**src/rtl/wave_osc_pkg.sv**
```systemverilog
// Shared types and helpers for the wave_osc oscillator.
package wave_osc_pkg;

  typedef enum logic [1:0] {
    MODE_SQUARE = 2'd0,
    MODE_SAW    = 2'd1,
    MODE_TRI    = 2'd2,
    MODE_PULSE  = 2'd3
  } wave_mode_e;

  localparam int WAVE_MODE_W = 2;

  // Largest positive two's complement value representable in width bits.
  function automatic int max_val(input int width);
    return (1 << (width - 1)) - 1;
  endfunction

endpackage

```
**src/rtl/wave_osc_if.sv**
```systemverilog
// Sample stream and control bundle between wave_osc and its consumer.
// The sync_i signal exists only when WAVE_OSC_SYNC_EN is defined.
interface wave_osc_if
  import wave_osc_pkg::*;
#(
  parameter int width_p       = 12,
  parameter int phase_width_p = 16
) ();

  logic                      ready_i;
  logic [phase_width_p-1:0]  freq_i;
  wave_mode_e                mode_i;
  logic [width_p-1:0]        duty_i;
  logic signed [width_p-1:0] data_o;
  logic                      valid_o;
`ifdef WAVE_OSC_SYNC_EN
  logic                      sync_i;

  modport master (input ready_i, freq_i, mode_i, duty_i, sync_i, output data_o, valid_o);
  modport slave  (output ready_i, freq_i, mode_i, duty_i, sync_i, input data_o, valid_o);
`else
  modport master (input ready_i, freq_i, mode_i, duty_i, output data_o, valid_o);
  modport slave  (output ready_i, freq_i, mode_i, duty_i, input data_o, valid_o);
`endif

endinterface

```
**src/rtl/wave_osc_shaper.sv**
```systemverilog
// Combinational waveform mapping from the top phase bits, mode and duty to a signed sample.
module wave_shaper
  import wave_osc_pkg::*;
#(
  parameter int width_p = 12
) (
  input  logic [width_p-1:0]        r_i,
  input  wave_mode_e                mode_i,
  input  logic [width_p-1:0]        duty_i,
  output logic signed [width_p-1:0] sample_o
);

  localparam logic signed [width_p-1:0] MaxVal = width_p'(max_val(width_p));

  logic [width_p-2:0] tri_t;

  always_comb begin
    // Fold the second half of the cycle back down so the ramp goes up then down.
    tri_t    = r_i[width_p-1] ? ~r_i[width_p-2:0] : r_i[width_p-2:0];
    sample_o = MaxVal;
    case (mode_i)
      MODE_SQUARE: sample_o = r_i[width_p-1] ? -MaxVal : MaxVal;
      MODE_SAW:    sample_o = {~r_i[width_p-1], r_i[width_p-2:0]};
      MODE_TRI:    sample_o = {~tri_t[width_p-2], tri_t[width_p-3:0], 1'b0};
      MODE_PULSE:  sample_o = (r_i < duty_i) ? MaxVal : -MaxVal;
      default:     sample_o = MaxVal;
    endcase
  end

endmodule

```
**src/rtl/wave_osc.sv**
```systemverilog
// Runtime-tunable multi-mode oscillator with a valid/ready sample output.
// Optional hard sync input enabled by defining WAVE_OSC_SYNC_EN.
module wave_osc
  import wave_osc_pkg::*;
#(
  parameter int width_p       = 12,
  parameter int phase_width_p = 16
) (
  input logic        clk_i,
  input logic        reset_i,
  wave_osc_if.master bus
);

  logic [phase_width_p-1:0]  phase_q, phase_d;
  logic [phase_width_p-1:0]  phase_sum, shape_phase;
  logic signed [width_p-1:0] data_q, data_d;
  logic signed [width_p-1:0] shape_sample;
  logic                      valid_q, valid_d;
  logic                      accept, restart;

  assign accept = valid_q & bus.ready_i;
`ifdef WAVE_OSC_SYNC_EN
  assign restart = ~valid_q | bus.sync_i;
`else
  assign restart = ~valid_q;
`endif

  // Prime and sync both emit the phase-0 sample, so one shaper serves every path.
  assign phase_sum   = phase_q + bus.freq_i;
  assign shape_phase = restart ? '0 : phase_sum;

  wave_shaper #(.width_p(width_p)) u_shaper (
    .r_i      (shape_phase[phase_width_p-1 -: width_p]),
    .mode_i   (bus.mode_i),
    .duty_i   (bus.duty_i),
    .sample_o (shape_sample)
  );

  always_comb begin
    phase_d = phase_q;
    data_d  = data_q;
    valid_d = 1'b1;
    if (restart) begin
      phase_d = '0;
      data_d  = shape_sample;
    end else if (accept) begin
      phase_d = phase_sum;
      data_d  = shape_sample;
    end
  end

  always_ff @(posedge clk_i) begin
    if (!reset_i) begin
      phase_q <= '0;
      data_q  <= '0;
      valid_q <= 1'b0;
    end else begin
      phase_q <= phase_d;
      data_q  <= data_d;
      valid_q <= valid_d;
    end
  end

  assign bus.data_o  = data_q;
  assign bus.valid_o = valid_q;

endmodule

```
**src/flat_wrapper.sv**
```systemverilog
// flat-port wrapper written by rule: the top's interface ports become plain ports
module wave_osc_flat import wave_osc_pkg::*;
#(
  parameter int width_p       = 12,
  parameter int phase_width_p = 16
)
  (clk_i, reset_i, bus_ready_i, bus_freq_i, bus_mode_i, bus_duty_i, bus_data_o, bus_valid_o);
  wave_osc_if #(.width_p(width_p), .phase_width_p(phase_width_p)) bus_i ();
  input logic clk_i;
  input logic reset_i;
  input wire logic [$bits(bus_i.ready_i)-1:0] bus_ready_i;
  input wire logic [$bits(bus_i.freq_i)-1:0] bus_freq_i;
  input wire logic [$bits(bus_i.mode_i)-1:0] bus_mode_i;
  input wire logic [$bits(bus_i.duty_i)-1:0] bus_duty_i;
  output wire logic [$bits(bus_i.data_o)-1:0] bus_data_o;
  output wire logic [$bits(bus_i.valid_o)-1:0] bus_valid_o;
  assign bus_i.ready_i = bus_ready_i;
  assign bus_i.freq_i = bus_freq_i;
  assign bus_i.mode_i = bus_mode_i;
  assign bus_i.duty_i = bus_duty_i;
  assign bus_data_o = bus_i.data_o;
  assign bus_valid_o = bus_i.valid_o;
  wave_osc #(.width_p(width_p), .phase_width_p(phase_width_p)) u_core (.clk_i(clk_i), .reset_i(reset_i), .bus(bus_i));
endmodule
```
**config.mk**
```make
export PLATFORM = sky130hd
export DESIGN_NAME = wave_osc_flat
export DESIGN_NICKNAME = d
export VERILOG_FILES = /design/src/rtl/wave_osc_pkg.sv /design/src/rtl/wave_osc_if.sv /design/src/rtl/wave_osc_shaper.sv /design/src/rtl/wave_osc.sv /design/src/flat_wrapper.sv
export SDC_FILE = /design/constraint.sdc
export NUM_CORES = 1
export LEC_CHECK = 0
export ABC_AREA = 1
export ABC_CLOCK_PERIOD_IN_PS = 2700
export BUFFER_PORTS_ARGS = -buffer_cell sky130_fd_sc_hd__buf_2
export CAP_MARGIN = 20
export CELL_PAD_IN_SITES_DETAIL_PLACEMENT = 1
export CELL_PAD_IN_SITES_GLOBAL_PLACEMENT = 1
export CORE_MARGIN = 10
export CORE_UTILIZATION = 35
export DETAILED_ROUTE_END_ITERATION = 16
export PLACE_DENSITY = 0.82
export SYNTH_ARGS = -nofsm -noshare
export SYNTH_HDL_FRONTEND = slang
export SYNTH_SLANG_ARGS = --single-unit
```
**constraint.sdc**
```tcl
create_clock -name clk_i -period 2.7 [get_ports clk_i]
set_clock_uncertainty 0.1 [all_clocks]
set_input_delay 0.27 -clock clk_i [delete_from_list [all_inputs] [get_ports clk_i]]
set_output_delay 0.27 -clock clk_i [all_outputs]
set_load 0.05 [all_outputs]
```
==> flow_summary.yaml <==
status:
  run_status: "finished with violations"
  violations: "setup timing"
yosys:
  synth_top_area_share_pct: 23.1
  synth_nets: 448
  postSynthCellCount: 389
  ys_seq_elements: 29
  yosysTopAreaCell: "sky130_fd_sc_hd__dfxtp_1"
  ys_warn_count: 0
  synth_top_cells_by_area: "sky130_fd_sc_hd__dfxtp_1 (23%), sky130_fd_sc_hd__nand2_1 (14%), sky130_fd_sc_hd__ha_1 (12%), sky130_fd_sc_hd__inv_1 (10%), sky130_fd_sc_hd__o21ai_0 (5.0%)"
  synth_area_um2: 2520
  synth_sequential_area_ratio_pct: 23.1
  syn_area_per_cell_um2: 6.47
  yosysUniqueCellTypes: 39
power:
  cellLeakagePower_nw: 2.22
  p_per_area_nw_per_um2: 435
  ir_drop_uv: 274
clocking:
  cts-root-buf: "sky130_fd_sc_hd__clkbuf_8"
  clock_sink_count: 29
  max-clock-path-buffers: 2
  clk_pin_slew_worst_paths_ns: 0.08
  count_of_hold_buffers_inserted_by_post_cts_repair: 0
  clkLatencyLatePin_ns: 0.29
  cts-htree-levels: 2
  cts_tree: "yes"
  total_cts_buffers: 5
routing:
  drc: 0
  via_count_of_the_routed_design: 3395
  drt-vias-per-instance: 5.54
  drt-initial-drc-count: 170
  avgRoutedWirePerCell_um: 22.1
  detail_route.first_pass.iterations: 4
  ant_nets: 0
  drt-total-wl_mm: 13.6
timing:
  final-setup-viol-count: 12
  max_slew.worst_pin.slew_ns: 0.855
  clock.fmax_mhz: 305
  maxSlewViolCount: 0
  finalWorstSetupSlack_ns: -0.582
  period_needed_ns: 3.28
  final-hold-violation-count: 0
  timing.final.crit_share_pct: 122
  rsz0062_at_grt: "yes"
  maxSlewHeadroom_pct: 42.8
final_layout:
  area_growth_from_synthesis_to_final_layout_pct: 64.4
  finalInstanceArea_um2: 4140
  layoutNonFillerInstCount: 613
  filler_cell_count: 892
  drive_gt1_share_pct: 48.4
  antenna_cells: 0
  finish.utilization_pct: 59.9
  finish.net_count: 575
global_route:
  antenna_found_initial: 0
  grt.overflow.total: 0
  grt_pass1_wl_mm: 17.0
  maximum_number_of_pins_on_one_net_before_global_route_repair: 15
  number_of_global_route_vias_before_repair: 3503
  gr-usage-all-layers_pct: 18.5
setup_path:
  reg2reg_setup_slack_ns: -0.58
  worst-path-buf-inv: 3
  worst-endpoint-arrival_ns: 3.41
  crit_path_cell_trace: "ha_4, a21oi_2, nand2_1, nand2_1, nand3_2, nand2_2, a22oi_2, or2_4, nand3_4, inv_2, ha_2, a21oi_4, nor3_2, a211oi_2, buf_4, nand3_4, nand4_1, nand3_1, inv_1"
  worst_r2r_path_depth: 19
  reg2reg_from: "u_core.phase_q[5]"
  timing.critical_path.slowest_stage_cell: "sky130_fd_sc_hd__dfxtp_4"
  worstPathMaxFanout: 5
  worst-endpoint-required_ns: 2.83
  timing_worst_setup_path_type: "reg -> reg"
  critical_path.endpoint_type: "register"
  worst_path_largest_cell_delay_ns: 0.37
  crit_family: "simple AND/OR/NAND/NOR gates"
  regToRegEndpoint: "u_core.bus.data_o[6]"
  critPathLaunchType: "register"
min_path:
  worstHoldEndpoint: "u_core.bus.valid_o"
  min-delay-path-class: "in -> reg"
  timing.hold.worst.start: "reset_i"
  holdPathStages: 1
die:
  die_area_um2: 11000
  placeableCoreArea_um2: 6910
  die-height_um: 105
  io-pin-count: 46
  initial_utilization_pct: 36.5
  placement_rows: 30
  horizontal_extent_of_the_die_um: 105
placed_design:
  placed_area_um2: 3340
  place.detailed.hpwl_mm: 7.00
  place.port_buffers: 45
  finalWeightedCongestion: 0.844
  place.detailed.instances: 578
flow_run:
  count_of_maximum_capacitance_violations: 0
[Yosys cell counts, drive strengths merged]
cell	count
nand4	11
nand2	94
o21ai	25
nor4	1
nor2	31
a21boi	1
nand3	25
a211oi	1
and2	1
a21o	2
a22oi	1
dfxtp	29
nor3	2
o221ai	1
xnor2	2
or2	8
o211ai	6
ha	25
fa	1
o21bai	3
buf	3
o31ai	1
inv	75
a21oi	25
clkbuf	5
a31oi	3
xor2	7
[metal layers]
metal | up-vias | wire length [um] | GRT usage [%]
met5 | - | 0 | 0
met2 | 152 | 6810 | 32.7
met4 | 0 | 654 | 8.24
li1 | 1505 | - | -
met3 | 59 | 791 | 4.18
met1 | 1679 | 5320 | 20.6
[state kept, by name (all words and copies together) (netlist names)]
name	flops
u_core.phase_q	16
u_core.bus.data_o	12
u_core.bus.valid_o	1
[cell type report]
type / count / area (um2) / share of cell area [%]
clock inverters: 1 / 5.00 / 0.121
well taps: 96 / 120 / 2.90
repair buffers: 127 / 848 / 20.5
clock buffers: 7 / 96.3 / 2.33
flip-flops and latches: 29 / 593 / 14.3
multi-input cells: 278 / 2190 / 52.9
inverters: 75 / 287 / 6.92
[how the worst max path moves through the flow]
stage,end,cells past startpoint,slack [ns],startpoint
final,u_core.bus.data_o[6],19,-0.58,u_core.phase_q[5]
after floorplan,u_core.bus.data_o[10],20,-0.03,u_core.phase_q[4]
after CTS,u_core.bus.data_o[11],23,-0.22,u_core.phase_q[5]
after detailed placement,u_core.bus.data_o[5],21,-0.52,bus_freq_i[3]
after global routing,u_core.bus.data_o[6],19,-0.63,u_core.phase_q[0]
after global placement,u_core.bus.data_o[8],17,-0.48,bus_freq_i[10]
[stage by stage]
stage	TNS [ns]	hold WS, ns	setup slack [ns]	total power, mW
2_1_floorplan	-0.278	0.198	-0.0292	0.857
3_5_place_dp	-5.42	0.383	-0.519	1.10
3_3_place_gp	-5.02	0.366	-0.477	1.07
4_1_cts	-2.10	0.152	-0.220	1.60
6_report	-4.65	0.161	-0.582	1.80
5_1_grt	-5.88	0.160	-0.633	1.87
[report_power, final]
part | total [mW] | internal (mW) | leakage (nW) | switching, mW
sequential | 0.482 | 0.459 | 0.243 | 0.0226
combinational | 0.895 | 0.367 | 1.92 | 0.528
clock | 0.425 | 0.231 | 0.0542 | 0.194
total | 1.80 | 1.06 | 2.22 | 0.744
[cell usage in the layout, fill, tap and decap left out, types with 2 or more instances in the layout]
cell type,n
sky130_fd_sc_hd__buf_4,80
sky130_fd_sc_hd__nand2_1,68
sky130_fd_sc_hd__inv_1,62
sky130_fd_sc_hd__buf_2,45
sky130_fd_sc_hd__nor2_1,23
sky130_fd_sc_hd__o21ai_0,23
sky130_fd_sc_hd__nand2_2,21
sky130_fd_sc_hd__dfxtp_1,21
sky130_fd_sc_hd__a21oi_1,18
sky130_fd_sc_hd__nand3_1,16
sky130_fd_sc_hd__ha_4,16
sky130_fd_sc_hd__inv_2,11
sky130_fd_sc_hd__nand4_1,11
sky130_fd_sc_hd__ha_1,8
sky130_fd_sc_hd__clkbuf_8,7
sky130_fd_sc_hd__dfxtp_2,7
sky130_fd_sc_hd__nor2_2,6
sky130_fd_sc_hd__or2_2,6
sky130_fd_sc_hd__o211ai_1,6
sky130_fd_sc_hd__nand2_4,5
sky130_fd_sc_hd__a21oi_2,5
sky130_fd_sc_hd__nand3_4,5
sky130_fd_sc_hd__nand3_2,5
sky130_fd_sc_hd__a31oi_4,3
sky130_fd_sc_hd__xor2_2,3
sky130_fd_sc_hd__or2_4,2
sky130_fd_sc_hd__xor2_1,2
sky130_fd_sc_hd__a21o_1,2
sky130_fd_sc_hd__a21oi_4,2
sky130_fd_sc_hd__inv_4,2
sky130_fd_sc_hd__o21bai_4,2
sky130_fd_sc_hd__xor2_4,2
sky130_fd_sc_hd__buf_6,2
[logic make-up after synthesis]
family	after synthesis	share of synthesized area (%)
AOI/OAI and AO/OA	69	16.5
xor gates and xnor gates	9	3.13
adders and majority gates	26	13.2
buffers and inverters	83	12.8
DFF	29	23.1
and+or+nand+nor	173	31.2
[repair_timing]
item                                    CTS  global route
pin swaps                                21            33
gates resized for setup                  29            75
endpoints found under the setup margin   11            12
gates cloned                              1             0
buffers inserted                         16            11
No activity file was read; power rests on OpenSTA's default activity.
